$ cat src/rtl/multicycle_control.sv
// Multi-cycle RISC-V control FSM with stall-aware memory handshake and traps.
// Optional JAL support is enabled by defining MCCTRL_JAL_EN.
module multicycle_control #(
   parameter int CNT_W   = 32,
   parameter int TIMEOUT = 15
) (
   input  logic             clk,
   input  logic             rst_n,
   input  logic [6:0]       op,
   input  logic [2:0]       funct3,
   input  logic             zero,
   input  logic             mem_ready,
   output logic             mem_req,
   output logic             mem_write,
   output logic             adr_src,
   output logic             ir_write,
   output logic             pc_write,
   output logic             reg_write,
   output logic [1:0]       alu_src_a,
   output logic [1:0]       alu_src_b,
   output logic [1:0]       alu_op,
   output logic [1:0]       result_src,
   output logic [1:0]       imm_src,
   output logic             retire,
   output logic [CNT_W-1:0] instret,
   output logic             illegal,
   output logic             timeout
);

   localparam logic [3:0] FETCH    = 4'd0;
   localparam logic [3:0] DECODE   = 4'd1;
   localparam logic [3:0] MEMADR   = 4'd2;
   localparam logic [3:0] MEMREAD  = 4'd3;
   localparam logic [3:0] MEMWB    = 4'd4;
   localparam logic [3:0] MEMWRITE = 4'd5;
   localparam logic [3:0] EXECR    = 4'd6;
   localparam logic [3:0] EXECI    = 4'd7;
   localparam logic [3:0] ALUWB    = 4'd8;
   localparam logic [3:0] BRANCH   = 4'd9;
`ifdef MCCTRL_JAL_EN
   localparam logic [3:0] JAL      = 4'd10;
`endif
   localparam logic [3:0] TRAP     = 4'd11;

   localparam int WW = (TIMEOUT > 1) ? $clog2(TIMEOUT + 1) : 1;
   localparam logic [WW-1:0] WLAST = WW'((TIMEOUT > 0) ? TIMEOUT - 1 : 0);

   logic [3:0]    state, nxt;
   logic          run;
   logic [WW-1:0] wcnt;
   logic          req_r, mw_r, irw_r, pcw_r, rw_r, ret_r;
   logic          hs, waiting, set_ill, set_to;

   assign hs      = run & mem_ready;
   assign waiting = run & req_r & ~mem_ready;

   always_comb begin
      nxt        = state;
      set_ill    = 1'b0;
      set_to     = 1'b0;
      req_r      = 1'b0;
      mw_r       = 1'b0;
      irw_r      = 1'b0;
      pcw_r      = 1'b0;
      rw_r       = 1'b0;
      ret_r      = 1'b0;
      adr_src    = 1'b0;
      alu_src_a  = 2'b00;
      alu_src_b  = 2'b00;
      alu_op     = 2'b00;
      result_src = 2'b00;
      unique case (state)
         FETCH: begin
            req_r      = 1'b1;
            alu_src_b  = 2'b10;
            result_src = 2'b10;
            if (hs) begin
               irw_r = 1'b1;
               pcw_r = 1'b1;
               nxt   = DECODE;
            end
         end
         DECODE: begin
            alu_src_a = 2'b01;
            alu_src_b = 2'b01;
            case (op)
               7'b0000011,
               7'b0100011: nxt = MEMADR;
               7'b0110011: nxt = EXECR;
               7'b0010011: nxt = EXECI;
               7'b1100011: nxt = BRANCH;
`ifdef MCCTRL_JAL_EN
               7'b1101111: nxt = JAL;
`endif
               default: begin
                  nxt     = TRAP;
                  set_ill = 1'b1;
               end
            endcase
         end
         MEMADR: begin
            alu_src_a = 2'b10;
            alu_src_b = 2'b01;
            nxt       = op[5] ? MEMWRITE : MEMREAD;
         end
         MEMREAD: begin
            req_r   = 1'b1;
            adr_src = 1'b1;
            if (hs) nxt = MEMWB;
         end
         MEMWB: begin
            result_src = 2'b01;
            rw_r       = 1'b1;
            ret_r      = 1'b1;
            nxt        = FETCH;
         end
         MEMWRITE: begin
            req_r   = 1'b1;
            mw_r    = 1'b1;
            adr_src = 1'b1;
            if (hs) begin
               ret_r = 1'b1;
               nxt   = FETCH;
            end
         end
         EXECR: begin
            alu_src_a = 2'b10;
            alu_op    = 2'b10;
            nxt       = ALUWB;
         end
         EXECI: begin
            alu_src_a = 2'b10;
            alu_src_b = 2'b01;
            alu_op    = 2'b10;
            nxt       = ALUWB;
         end
         ALUWB: begin
            rw_r  = 1'b1;
            ret_r = 1'b1;
            nxt   = FETCH;
         end
         BRANCH: begin
            alu_src_a = 2'b10;
            alu_op    = 2'b01;
            case (funct3)
               3'b000: begin
                  pcw_r = zero;
                  ret_r = 1'b1;
                  nxt   = FETCH;
               end
               3'b001: begin
                  pcw_r = ~zero;
                  ret_r = 1'b1;
                  nxt   = FETCH;
               end
               default: begin
                  nxt     = TRAP;
                  set_ill = 1'b1;
               end
            endcase
         end
`ifdef MCCTRL_JAL_EN
         JAL: begin
            alu_src_a = 2'b01;
            alu_src_b = 2'b10;
            pcw_r     = 1'b1;
            nxt       = ALUWB;
         end
`endif
         TRAP: nxt = TRAP;
         default: nxt = FETCH;
      endcase
      // trap on the edge where the wait count reaches TIMEOUT
      if ((TIMEOUT != 0) && waiting && (wcnt == WLAST)) begin
         nxt    = TRAP;
         set_to = 1'b1;
      end
   end

   always_comb begin
      case (op)
         7'b0100011: imm_src = 2'b01;
         7'b1100011: imm_src = 2'b10;
         7'b1101111: imm_src = 2'b11;
         default:    imm_src = 2'b00;
      endcase
   end

   assign mem_req   = run & req_r;
   assign mem_write = run & mw_r;
   assign ir_write  = run & irw_r;
   assign pc_write  = run & pcw_r;
   assign reg_write = run & rw_r;
   assign retire    = run & ret_r;

   always_ff @(posedge clk or negedge rst_n) begin
      if (!rst_n) begin
         state   <= FETCH;
         run     <= 1'b0;
         wcnt    <= '0;
         instret <= '0;
         illegal <= 1'b0;
         timeout <= 1'b0;
      end else begin
         run   <= 1'b1;
         state <= nxt;
         if (mem_req && mem_ready) wcnt <= '0;
         else if (mem_req)         wcnt <= wcnt + 1'b1;
         if (retire)  instret <= instret + 1'b1;
         if (set_ill) illegal <= 1'b1;
         if (set_to)  timeout <= 1'b1;
      end
   end

endmodule

$ cat config.mk
export PLATFORM = sky130hd
export DESIGN_NAME = multicycle_control
export DESIGN_NICKNAME = d
export VERILOG_FILES = /design/src/rtl/multicycle_control.sv
export SDC_FILE = /design/constraint.sdc
export NUM_CORES = 1
export LEC_CHECK = 0
export CORE_MARGIN = 5
export CORE_UTILIZATION = 49
export DETAILED_ROUTE_END_ITERATION = 16
export PLACE_DENSITY = 0.88
export RECOVER_POWER = 25
export SLEW_MARGIN = 0
export SYNTH_ARGS = -nofsm -noshare
export SYNTH_HDL_FRONTEND = slang
export SYNTH_SLANG_ARGS = --single-unit
$ cat constraint.sdc
create_clock -name clk -period 2.05 [get_ports clk]
set_input_delay 0.41 -clock clk [delete_from_list [all_inputs] [get_ports clk]]
set_output_delay 0.41 -clock clk [all_outputs]
set_load 0.02 [all_outputs]
==> impl_metrics.yaml <==
run_status:
  run_status: "complete, but fails checks"
  violations: "setup timing"
yosys:
  ys.flop_type: "dfrtp_1"
  synth_cells: 263
  ys_ff_latch: 43
  synth_area_mm2: 0.002567
  yosysWarnings: 0
  synth-edff-count: 0
  syn-mean-instance-area_um2: 9.762
  ys_async_sr_fraction: 1.000
  synthDistinctLibCells: 52
  syn_nets: 280
  ys_seq_area_frac: 0.4191
clocking:
  cts_tree: "done"
  clockBufferDepth: 2
  clockRootBuffer: "clkbuf_8"
  htreeDepth: 2
  clkSinkCount: 43
  clk_pin_slew_worst_paths_ns: 0.09
  numCtsBuffers: 5
  postCtsHoldBufs: 0
  clk_latency_ns: 0.30
sta:
  skew_ns: 0.006389
  finalSetupTns_ns: -0.03801
  post-route-period-util: 1.019
  hold_viol: 0
  final_max_slew_viol_count: 0
  fin_crit_ns: 2.088
  max_slew_margin: 0.1987
  tightest_slew_ns: 1.202
  setup_slack_ns: -0.03801
  timing.fmax_ghz: 0.4789
  rsz0062_at_grt: "true"
  finalSetupViolations: 1
critical_path:
  path_buf_inv: 2
  worstPathRequired_ns: 1.64
  crit_family: "simple AND/OR/NAND/NOR gates"
  endpoint_kind: "output pin"
  critical_path.max_stage_delay_ns: 0.47
  arrival_ns: 1.68
  path_cells: "buf_4, nor4_4, a32oi_1, nor2b_1, clkbuf_2"
  critical_path_peak_fanout: 7
  slowest_stage: "dfrtp_2"
  worstSetupPathType: "flip-flop to output pin"
  cp-start-kind: "flip-flop"
drt:
  viasPerCell: 5.378
  num_vias: 2345
  wire_per_inst_um: 15.16
  drcViolationCount: 0
  initialDrtViolationCount: 151
  wl_mm: 6.609
  ant_nets: 0
  drtPass1Iterations: 4
min_path:
  min_path_type: "primary input to asynchronous set/reset pin"
finish:
  diodes: 0
  final_common_cell: "clkdlybuf4s50_1"
  drive_gt1_frac: 0.2705
  final_nets: 382
  synthToLayoutAreaGrowth_pct: 41.86
  stdcell_area_mm2: 0.003642
  final_cell_mix: "clkdlybuf4s50_1, buf_4, dfrtp_1"
  nFillCells: 384
floorplan:
  die_width_um: 82.39
  ioPinCount: 65
  coreArea_mm2: 0.005107
  rows: 26
  dieArea_mm2: 0.006787
  die_h_um: 82.39
  start_util: 0.5027
placed_design:
  place_area_mm2: 0.003536
  port_buffers: 64
  pre_cts_ws_ns: -0.3948
  hpwl_mm: 4.873
  gp_congestion: 0.8835
grt:
  grt_max_degree: 24
  grt_pass1_vias: 2397
  antenna_found_initial: 0
  overflow: 0
  grt_pass1_wl_mm: 10.91
  track_usage: 0.2100
power_and_ir_drop:
  p_per_area_mw_per_mm2: 923.3
  p_leak_nw: 1.648
  ir_drop_mv: 0.7328
job:
  maxCapViolCount: 0
[power breakdown]
part | internal (mW) | leakage [nW] | switching [mW]
registers | 0.967 | 0.528 | 0.151
clock network | 0.238 | 0.0412 | 0.302
logic | 0.799 | 1.08 | 0.906
[cell type report]
class	instances	area, um^2	share of cell area
sequential	43	1081	0.2968
clock inverter	2	12.51	0.003435
inverter	16	60.06	0.01649
timing repair buffer	105	899.6	0.2470
multi-input combinational	194	1429	0.3923
tap	70	87.58	0.02405
clock buffer	6	72.57	0.01992
[per-stage QoR]
step / total power [mW] / instances / util / hold WS (ns)
2_1_floorplan: 1.991 / 263 / - / 0.1144
3_3_place_gp: 2.705 / 423 / 0.6923 / 0.4157
3_5_place_dp: 2.738 / 423 / 0.6923 / 0.4256
4_1_cts: 3.291 / 433 / 0.7136 / 0.09460
5_1_grt: 3.564 / 436 / 0.7131 / 0.4443
6_report: 3.363 / 436 / 0.7131 / 0.3249
[cells by family (layout without fill, tap and decap cells)]
group,Yosys count,count (layout),synth area share
buffers and inverters,26,129,0.04532
DFF,43,43,0.4191
AOI/OAI and AO/OA,33,33,0.09992
muxes,1,1,0.004386
other,1,1,0.001461
and+or+nand+nor,121,121,0.2958
adders and majority gates,3,3,0.01462
xor gates and xnor gates,35,35,0.1194
[Yosys cell counts (2+ instances only)]
cell type / number / area share
or3_1: 5 / 0.012
inv_1: 16 / 0.023
dfrtp_1: 43 / 0.42
nor3_1: 10 / 0.019
o22ai_1: 2 / 0.0049
o21ai_0: 6 / 0.012
nor4_2: 5 / 0.024
xnor2_1: 13 / 0.044
xor2_1: 22 / 0.075
o31ai_1: 5 / 0.015
nand4b_1: 2 / 0.0068
clkbuf_1: 5 / 0.0073
a211o_1: 2 / 0.0068
nand4_1: 2 / 0.0049
nor4_1: 5 / 0.012
nor2_1: 18 / 0.026
nand3b_1: 2 / 0.0058
nand2_1: 22 / 0.032
ha_1: 3 / 0.015
and2_1: 5 / 0.012
and3_1: 4 / 0.0097
buf_6: 2 / 0.0088
a21oi_1: 6 / 0.012
nor3_2: 10 / 0.039
or2_2: 2 / 0.0049
buf_2: 3 / 0.0058
nor2b_1: 4 / 0.0097
nand3_1: 9 / 0.018
nand2b_1: 7 / 0.017
[final timing paths]
check,start,endpoint,slack [ns],depth (start not counted)
worst max-delay path,state[1],pc_write,-0.04,5
worst min-delay path,rst_n,state[3],0.32,1
worst max register to register,state[1],instret[27],0.10,6
worst min register to register,timeout,timeout,0.47,1
max in group asynchronous,rst_n,state[2],0.50,2
min in group clk,timeout,timeout,0.47,1
[worst reg2reg max path: stages, from the launching register on]
cell	delay, ns
dfrtp_2	0.47
and4bb_1	0.37
and3_4	0.21
buf_4	0.14
o2111ai_4	0.24
nor3_2	0.27
xor2_1	0.17
[registers in the layout (all words and copies together) (netlist names)]
register,flops
timeout,1
illegal,1
wcnt,4
run,1
instret,32
state,4
[what timing repair did]
item                                    CTS  global route
gates resized for setup                  54            24
endpoints found under the hold margin     0             0
cloned                                    0             0
buffers inserted                          2             4
endpoints found under the setup margin   17            26
pin swaps                                 1             1
[metal layers]
layer	track usage	wire, um
met5	0	0
met3	0.04338	364
met2	0.3686	3389
met4	0.09302	165
met1	0.2453	2689
Power figures use the tool's default switching activity.
